**src/rtl/vga_timing_pkg.sv**
```systemverilog
// Shared constants and helpers for the raster timing generator: standard mode
// geometries, line/frame totals and sync-window arithmetic.
package vga_timing_pkg;

    // 640x480@60, 25 MHz pixel clock (CLK_DIV=2 from 50 MHz), both syncs active-low
    localparam int unsigned VGA640_H_ACTIVE = 640;
    localparam int unsigned VGA640_H_FRONT  = 16;
    localparam int unsigned VGA640_H_SYNC   = 96;
    localparam int unsigned VGA640_H_BACK   = 48;
    localparam int unsigned VGA640_V_ACTIVE = 480;
    localparam int unsigned VGA640_V_FRONT  = 10;
    localparam int unsigned VGA640_V_SYNC   = 2;
    localparam int unsigned VGA640_V_BACK   = 33;
    localparam int unsigned VGA640_CLK_DIV  = 2;

    // 800x600@72, 50 MHz pixel clock (CLK_DIV=1), both syncs active-high
    localparam int unsigned SVGA800_H_ACTIVE = 800;
    localparam int unsigned SVGA800_H_FRONT  = 56;
    localparam int unsigned SVGA800_H_SYNC   = 120;
    localparam int unsigned SVGA800_H_BACK   = 64;
    localparam int unsigned SVGA800_V_ACTIVE = 600;
    localparam int unsigned SVGA800_V_FRONT  = 37;
    localparam int unsigned SVGA800_V_SYNC   = 6;
    localparam int unsigned SVGA800_V_BACK   = 23;
    localparam int unsigned SVGA800_CLK_DIV  = 1;

    function automatic int unsigned h_total(input int unsigned active, input int unsigned front,
                                            input int unsigned sync, input int unsigned back);
        return active + front + sync + back;
    endfunction

    function automatic int unsigned v_total(input int unsigned active, input int unsigned front,
                                            input int unsigned sync, input int unsigned back);
        return active + front + sync + back;
    endfunction

    function automatic int unsigned sync_first(input int unsigned active, input int unsigned front);
        return active + front;
    endfunction

    function automatic int unsigned sync_last(input int unsigned active, input int unsigned front,
                                              input int unsigned sync);
        return active + front + sync - 1;
    endfunction

    function automatic logic in_sync(input int unsigned cnt, input int unsigned active,
                                     input int unsigned front, input int unsigned sync);
        return (cnt >= sync_first(active, front)) && (cnt <= sync_last(active, front, sync));
    endfunction

endpackage

```
**src/rtl/vga_timing_gen_axis_counter.sv**
```systemverilog
// One raster axis: a modulo-TOTAL counter with synchronous clear and an advance strobe.
// Wrap flags the last count so the caller can chain the next axis off it.
module vga_axis_counter
    import vga_timing_pkg::*;
#(
    parameter int unsigned TOTAL = 800,
    parameter int unsigned CW    = 11
) (
    input  logic          Clk50,
    input  logic          Reset_n,
    input  logic          Clr,
    input  logic          Adv,
    output logic [CW-1:0] Cnt,
    output logic          Wrap
);

    logic [CW-1:0] cnt_q;
    logic [CW-1:0] cnt_d;

    assign Wrap = (cnt_q == CW'(TOTAL - 1));
    assign Cnt  = cnt_q;

    always_comb begin
        cnt_d = cnt_q;
        if (Clr) begin
            cnt_d = '0;
        end else if (Adv) begin
            cnt_d = Wrap ? '0 : cnt_q + 1'b1;
        end
    end

    always_ff @(posedge Clk50 or negedge Reset_n) begin
        if (!Reset_n) begin
            cnt_q <= '0;
        end else begin
            cnt_q <= cnt_d;
        end
    end

endmodule

```
**src/rtl/vga_timing_gen.sv**
```systemverilog
// Programmable raster timing generator: pixel-clock divider, H/V counters, registered
// sync/active/fetch-address outputs and a completed-frame counter.
module vga_timing_gen
    import vga_timing_pkg::*;
#(
    parameter int unsigned H_ACTIVE = VGA640_H_ACTIVE,
    parameter int unsigned H_FRONT  = VGA640_H_FRONT,
    parameter int unsigned H_SYNC   = VGA640_H_SYNC,
    parameter int unsigned H_BACK   = VGA640_H_BACK,
    parameter int unsigned V_ACTIVE = VGA640_V_ACTIVE,
    parameter int unsigned V_FRONT  = VGA640_V_FRONT,
    parameter int unsigned V_SYNC   = VGA640_V_SYNC,
    parameter int unsigned V_BACK   = VGA640_V_BACK,
    parameter int unsigned H_POL    = 0,
    parameter int unsigned V_POL    = 0,
    parameter int unsigned CLK_DIV  = VGA640_CLK_DIV,
    parameter int unsigned LEAD     = 1,
    parameter int unsigned CW       = 11,
    parameter int unsigned FW       = 16
) (
    input  logic          Clk50,
    input  logic          Reset_n,
    input  logic          Enable,
    output logic          PixEn,
    output logic          HSync,
    output logic          VSync,
    output logic          Active,
    output logic [CW-1:0] Col,
    output logic [CW-1:0] Row,
    output logic          LineStart,
    output logic          FrameStart,
    output logic [FW-1:0] FrameCount
);

    localparam int unsigned H_TOTAL = h_total(H_ACTIVE, H_FRONT, H_SYNC, H_BACK);
    localparam int unsigned V_TOTAL = v_total(V_ACTIVE, V_FRONT, V_SYNC, V_BACK);
    localparam int unsigned DW      = (CLK_DIV > 1) ? $clog2(CLK_DIV) : 1;
    localparam logic [CW-1:0] COL_IDLE = CW'(LEAD % H_TOTAL);
    localparam logic H_ON  = (H_POL != 0);
    localparam logic H_OFF = ~H_ON;
    localparam logic V_ON  = (V_POL != 0);
    localparam logic V_OFF = ~V_ON;

    logic [DW-1:0] div_q, div_d;
    logic          tick;
    logic [CW-1:0] h_cnt, v_cnt;
    logic          h_wrap, v_wrap, frame_wrap;
    logic [CW:0]   lead_sum, lead_sub;
    logic          col_wraps;

    logic          pix_en_q, pix_en_d;
    logic          hsync_q, hsync_d;
    logic          vsync_q, vsync_d;
    logic          active_q, active_d;
    logic [CW-1:0] col_q, col_d;
    logic [CW-1:0] row_q, row_d;
    logic          line_start_q, line_start_d;
    logic          frame_start_q, frame_start_d;
    logic [FW-1:0] frame_count_q, frame_count_d;

    assign tick       = Enable && (div_q == DW'(CLK_DIV - 1));
    assign frame_wrap = tick && h_wrap && v_wrap;

    always_comb begin
        div_d = '0;
        if (Enable && !tick) begin
            div_d = div_q + 1'b1;
        end
    end

    vga_axis_counter #(.TOTAL(H_TOTAL), .CW(CW)) u_h_axis (
        .Clk50  (Clk50),
        .Reset_n(Reset_n),
        .Clr    (!Enable),
        .Adv    (tick),
        .Cnt    (h_cnt),
        .Wrap   (h_wrap)
    );

    vga_axis_counter #(.TOTAL(V_TOTAL), .CW(CW)) u_v_axis (
        .Clk50  (Clk50),
        .Reset_n(Reset_n),
        .Clr    (!Enable),
        .Adv    (tick && h_wrap),
        .Cnt    (v_cnt),
        .Wrap   (v_wrap)
    );

    // Lead add is one bit wider than the counters so the wrap compare cannot overflow
    assign lead_sum  = {1'b0, h_cnt} + (CW+1)'(LEAD);
    assign lead_sub  = lead_sum - (CW+1)'(H_TOTAL);
    assign col_wraps = (lead_sum >= (CW+1)'(H_TOTAL));

    always_comb begin
        pix_en_d      = 1'b0;
        hsync_d       = H_OFF;
        vsync_d       = V_OFF;
        active_d      = 1'b0;
        col_d         = COL_IDLE;
        row_d         = '0;
        line_start_d  = 1'b0;
        frame_start_d = 1'b0;
        frame_count_d = frame_count_q;
        if (Enable) begin
            pix_en_d      = tick;
            line_start_d  = tick && h_wrap;
            frame_start_d = frame_wrap;
            active_d      = (h_cnt < CW'(H_ACTIVE)) && (v_cnt < CW'(V_ACTIVE));
            hsync_d       = in_sync(32'(h_cnt), H_ACTIVE, H_FRONT, H_SYNC) ? H_ON : H_OFF;
            vsync_d       = in_sync(32'(v_cnt), V_ACTIVE, V_FRONT, V_SYNC) ? V_ON : V_OFF;
            if (col_wraps) begin
                col_d = lead_sub[CW-1:0];
                row_d = v_wrap ? '0 : v_cnt + 1'b1;
            end else begin
                col_d = lead_sum[CW-1:0];
                row_d = v_cnt;
            end
            if (frame_wrap) begin
                frame_count_d = frame_count_q + 1'b1;
            end
        end
    end

    always_ff @(posedge Clk50 or negedge Reset_n) begin
        if (!Reset_n) begin
            div_q         <= '0;
            pix_en_q      <= 1'b0;
            hsync_q       <= H_OFF;
            vsync_q       <= V_OFF;
            active_q      <= 1'b0;
            col_q         <= COL_IDLE;
            row_q         <= '0;
            line_start_q  <= 1'b0;
            frame_start_q <= 1'b0;
            frame_count_q <= '0;
        end else begin
            div_q         <= div_d;
            pix_en_q      <= pix_en_d;
            hsync_q       <= hsync_d;
            vsync_q       <= vsync_d;
            active_q      <= active_d;
            col_q         <= col_d;
            row_q         <= row_d;
            line_start_q  <= line_start_d;
            frame_start_q <= frame_start_d;
            frame_count_q <= frame_count_d;
        end
    end

    assign PixEn      = pix_en_q;
    assign HSync      = hsync_q;
    assign VSync      = vsync_q;
    assign Active     = active_q;
    assign Col        = col_q;
    assign Row        = row_q;
    assign LineStart  = line_start_q;
    assign FrameStart = frame_start_q;
    assign FrameCount = frame_count_q;

endmodule

```
**config.mk**
```make
export PLATFORM = sky130hd
export DESIGN_NAME = vga_timing_gen
export DESIGN_NICKNAME = d
export VERILOG_FILES = /design/src/rtl/vga_timing_pkg.sv /design/src/rtl/vga_timing_gen_axis_counter.sv /design/src/rtl/vga_timing_gen.sv
export SDC_FILE = /design/constraint.sdc
export NUM_CORES = 1
export LEC_CHECK = 0
export CORE_UTILIZATION = 30
export DETAILED_ROUTE_END_ITERATION = 10
export DONT_BUFFER_PORTS = 1
export GPL_ROUTABILITY_DRIVEN = 1
export HOLD_SLACK_MARGIN = 0.1
export PLACE_DENSITY = 0.41
export SETUP_SLACK_MARGIN = 0.4
export SYNTH_ARGS = -nofsm -noshare
export SYNTH_HDL_FRONTEND = slang
export SYNTH_SLANG_ARGS = --single-unit
export TNS_END_PERCENT = 30
```
**constraint.sdc**
```tcl
create_clock -name Clk50 -period 5.3 [get_ports Clk50]
set_input_delay 1.06 -clock Clk50 [delete_from_list [all_inputs] [get_ports Clk50]]
set_output_delay 1.06 -clock Clk50 [all_outputs]
set_load 0.05 [all_outputs]
```
==> results by group <==
Cells and area
  • Antenna cells: 0
  • Layout area overhead: 11.9%
  • Commonest non-fill, non-tap cell in the layout: dfrtp_1
  • Fin nets: 341
  • Most frequent cells in the layout: dfrtp_1 (64), nand2_1 (37), o21ai_0 (25)
  • Layout cells sized above 1: 0.0831

Global route
  • Vias in the first global route: around 2400
  • Initial antenna violation count: 0
  • Total global routing track utilization: 0.154
  • Largest net degree at the start of global routing: between 60 and 70
  • GRT overflow: 0
  • First-pass GRT wire length: around 13 mm

Die
  • Initial core utilization: 0.312
  • DIE AREA: around 12000 sq um
  • CORE AREA: between 10000 and 15000 sq um
  • # IOs: 47
  • Die Y: around 110 um
  • Rows: 38
  • Chip Width: around 110 um

Routing
  • Vias: between 2000 and 2500
  • Final WL: a little over 8 mm
  • DR DRC count: 0
  • Wire length per cell: around 17 um
  • Final ANT Viol Nets: 0
  • DR pass1 iterations: 4
  • Starting DRT DRC Count: 64
  • Post-DR vias/cell: around 5

Hold path
  • Worst hold path class: input pin to async pin

Synthesis
  • Synth area leaders: dfrtp_1 (47%), xnor2_1 (5.1%), nand2_1 (4.1%), o21ai_0 (3.7%), and2_1 (2.9%)
  • Top-area cell type share of the netlist area: 0.470
  • Main synth FF type: dfrtp_1
  • Warnings, synthesis: 0
  • Post-synthesis compound-gate area fraction: 0.130
  • Mean Syn Cell Area: 10.0 sq um
  • Adder-Cell Fraction of Synth Area: 0.0220
  • #FFs+latches synth: 67
  • Largest family of logic cells by synthesized area: simple AND/OR/NAND/NOR gates
  • Post-Synth Simple-Gate Area: 0.239
  • Mapped cell area: about 3400 sq um
  • Post-synthesis instance total: between 300 and 400
  • Post-synthesis mux area share: 0.0121
  • Post-Syn Nets: 350
  • Number of flops mapped to enable cells by yosys: 0
  • Seq/Total Area, Yosys: 0.493
  • Top cell type by total area after synthesis: dfrtp_1
  • Synth Area in XOR/XNOR: 0.0719
  • Unique masters post-synth: 54
  • Synth async-reset ratio: 1.00

Clocking
  • Clock Path Buffers: 2
  • Hold buffer count at cts: 0
  • Num CTS Buffers: 9
  • Post-CTS resize count: 0
  • # Post-CTS Setup Buffers: 0
  • Sinks on Clock Net: 67
  • Root buffer cell: clkbuf_16
  • Worst-path clk slew: around 0.06 ns
  • Worst skew pair latency: 0.34 ns
  • Htree depth: 3
  • CTS tree: built

STA
  • Clock Skew: between 0.004 and 0.005 ns
  • Final setup viols: 0
  • RSZ-0062 raised after global routing: no
  • Max-Slew Margin vs Limit: 0.436
  • Setup TNS: 0 ns
  • Worst-Margin Slew: roughly 0.84 ns
  • Fin crit period: 2.86 ns
  • Max Slew Vio Count: 0
  • FMAX: between 300 and 400 MHz
  • Hold Vio Cnt, Final: 0
  • Final Cycle Share: 0.540

Setup path
  • CP Cell Sequence: ha_1 -> nand3_1 -> nor4_2 -> nor3b_4 -> nor3b_4 -> nand4_1 -> xnor2_1
  • Critical path class: register to register
  • FF-to-FF Start: u_h_axis.Cnt[0]
  • Crit Path Max Fanout: 8
  • CP Capture Type: register
  • Top cell by count, worst path: nor3b_4
  • Critical path buffer and inverter count: 0
  • Largest stage delay on the critical path: 0.49 ns
  • CP max stage cell: nor4_2
  • Cell family with most CP delay: simple AND/OR/NAND/NOR gates
  • Crit path from: u_h_axis.Cnt[0]
  • Worst EP required: between 5 and 6 ns
  • Worst setup SP type: register
  • Critical path arrival: between 3 and 4 ns

Placed design
  • Detail Placement HPWL: 5.33 mm
  • Placer Congestion: 0.777
  • Port Buf Inserts: 0

Power and ir drop
  • VDD IR max: between 0.00015 and 0.0002 V
  • Total Power: roughly 1200 uW
  • Leakage power: about 0.0017 uW
  • Power Density: roughly 310 nW/um^2

Status
  • Status: complete, no violations

Job
  • Maxcap violations: 0
==> worst reg2reg max path, delay by kind of cell, from the launching register on <==
kind          cells  cell delay, ns
fa+ha+maj         1            0.36
flops             1            0.47
simple gates      5            1.72
xor+xnor          1            0.17
==> per-layer routing <==
metal | routed length [um] | GRT usage | vias up
met5 | 0 | 0 | -
met4 | 206 | 0.0888 | 0
met3 | 274 | 0.0380 | 14
met2 | 3720 | 0.230 | 44
met1 | 3880 | 0.202 | 1175
li1 | - | - | 1188
==> layout make-up <==
type | instances | area (sq um)
clock buffer | 11 | 243
clock inverter | 5 | 77.6
fill | 1108 | 7120
inverter | 5 | 18.8
multi-input combinational | 249 | 1620
sequential | 67 | 1680
tap | 140 | 175
==> metrics by stage <==
step / hold WS (ns) / worst slack (ns) / util / area (sq um) / instances
3_5_place_dp: 0.537 / 2.39 / 0.320 / 3490 / 461
5_1_grt: 0.399 / 2.17 / 0.349 / 3810 / 477
6_report: 0.416 / 2.44 / 0.349 / 3810 / 477
2_1_floorplan: 0.484 / 2.95 / - / 3410 / 341
3_3_place_gp: 0.535 / 2.48 / 0.320 / 3490 / 461
4_1_cts: 0.399 / 2.38 / 0.349 / 3810 / 477
==> state kept, by name, indices dropped and copies added (netlist names), 11 cells and up <==
signal        cells
Col              11
FrameCount       16
Row              11
u_h_axis.Cnt     11
u_v_axis.Cnt     11
==> power by group <==
group          internal (uW)  switching [uW]  total [uW]
clock                    423             225         648
sequential               516            11.0         527
combinational           3.94            8.02        12.0
==> cell usage after synthesis, types with 3 or more instances <==
| cell type | count |
|---|---|
| a21boi_0 | 6 |
| a21oi_1 | 7 |
| and2_1 | 16 |
| and3_1 | 10 |
| buf_2 | 6 |
| clkbuf_1 | 12 |
| dfrtp_1 | 64 |
| dfstp_2 | 3 |
| ha_1 | 6 |
| inv_1 | 5 |
| mux2i_1 | 3 |
| nand2_1 | 37 |
| nand2b_1 | 9 |
| nand3_1 | 15 |
| nand3b_1 | 3 |
| nand4_1 | 5 |
| nor2_1 | 14 |
| nor2b_1 | 6 |
| nor3_1 | 7 |
| nor4_1 | 3 |
| o21ai_0 | 25 |
| o22ai_1 | 3 |
| o31ai_1 | 8 |
| or3_1 | 5 |
| xnor2_1 | 20 |
| xor2_1 | 8 |
==> logic make-up after synthesis <==
group | count (synthesis)
and+or+nand+nor | 144
AOI/OAI and AO/OA | 67
DFF | 67
xor gates and xnor gates | 28
buffers and inverters | 25
adders and majority gates | 6
muxes | 4
==> final timing paths <==
kind,end,slack (ns),depth (start not counted)
setup reg to reg,FrameCount[7],2.44,7
hold / removal,PixEn,0.42,0
max in group asynchronous,Col[0],4.68,0
hold reg to reg,u_v_axis.Cnt[10],0.55,1
setup / recovery,FrameCount[7],2.44,7
min in group Clk50,u_v_axis.Cnt[10],0.55,1
No activity file was read; power rests on OpenSTA's default activity.
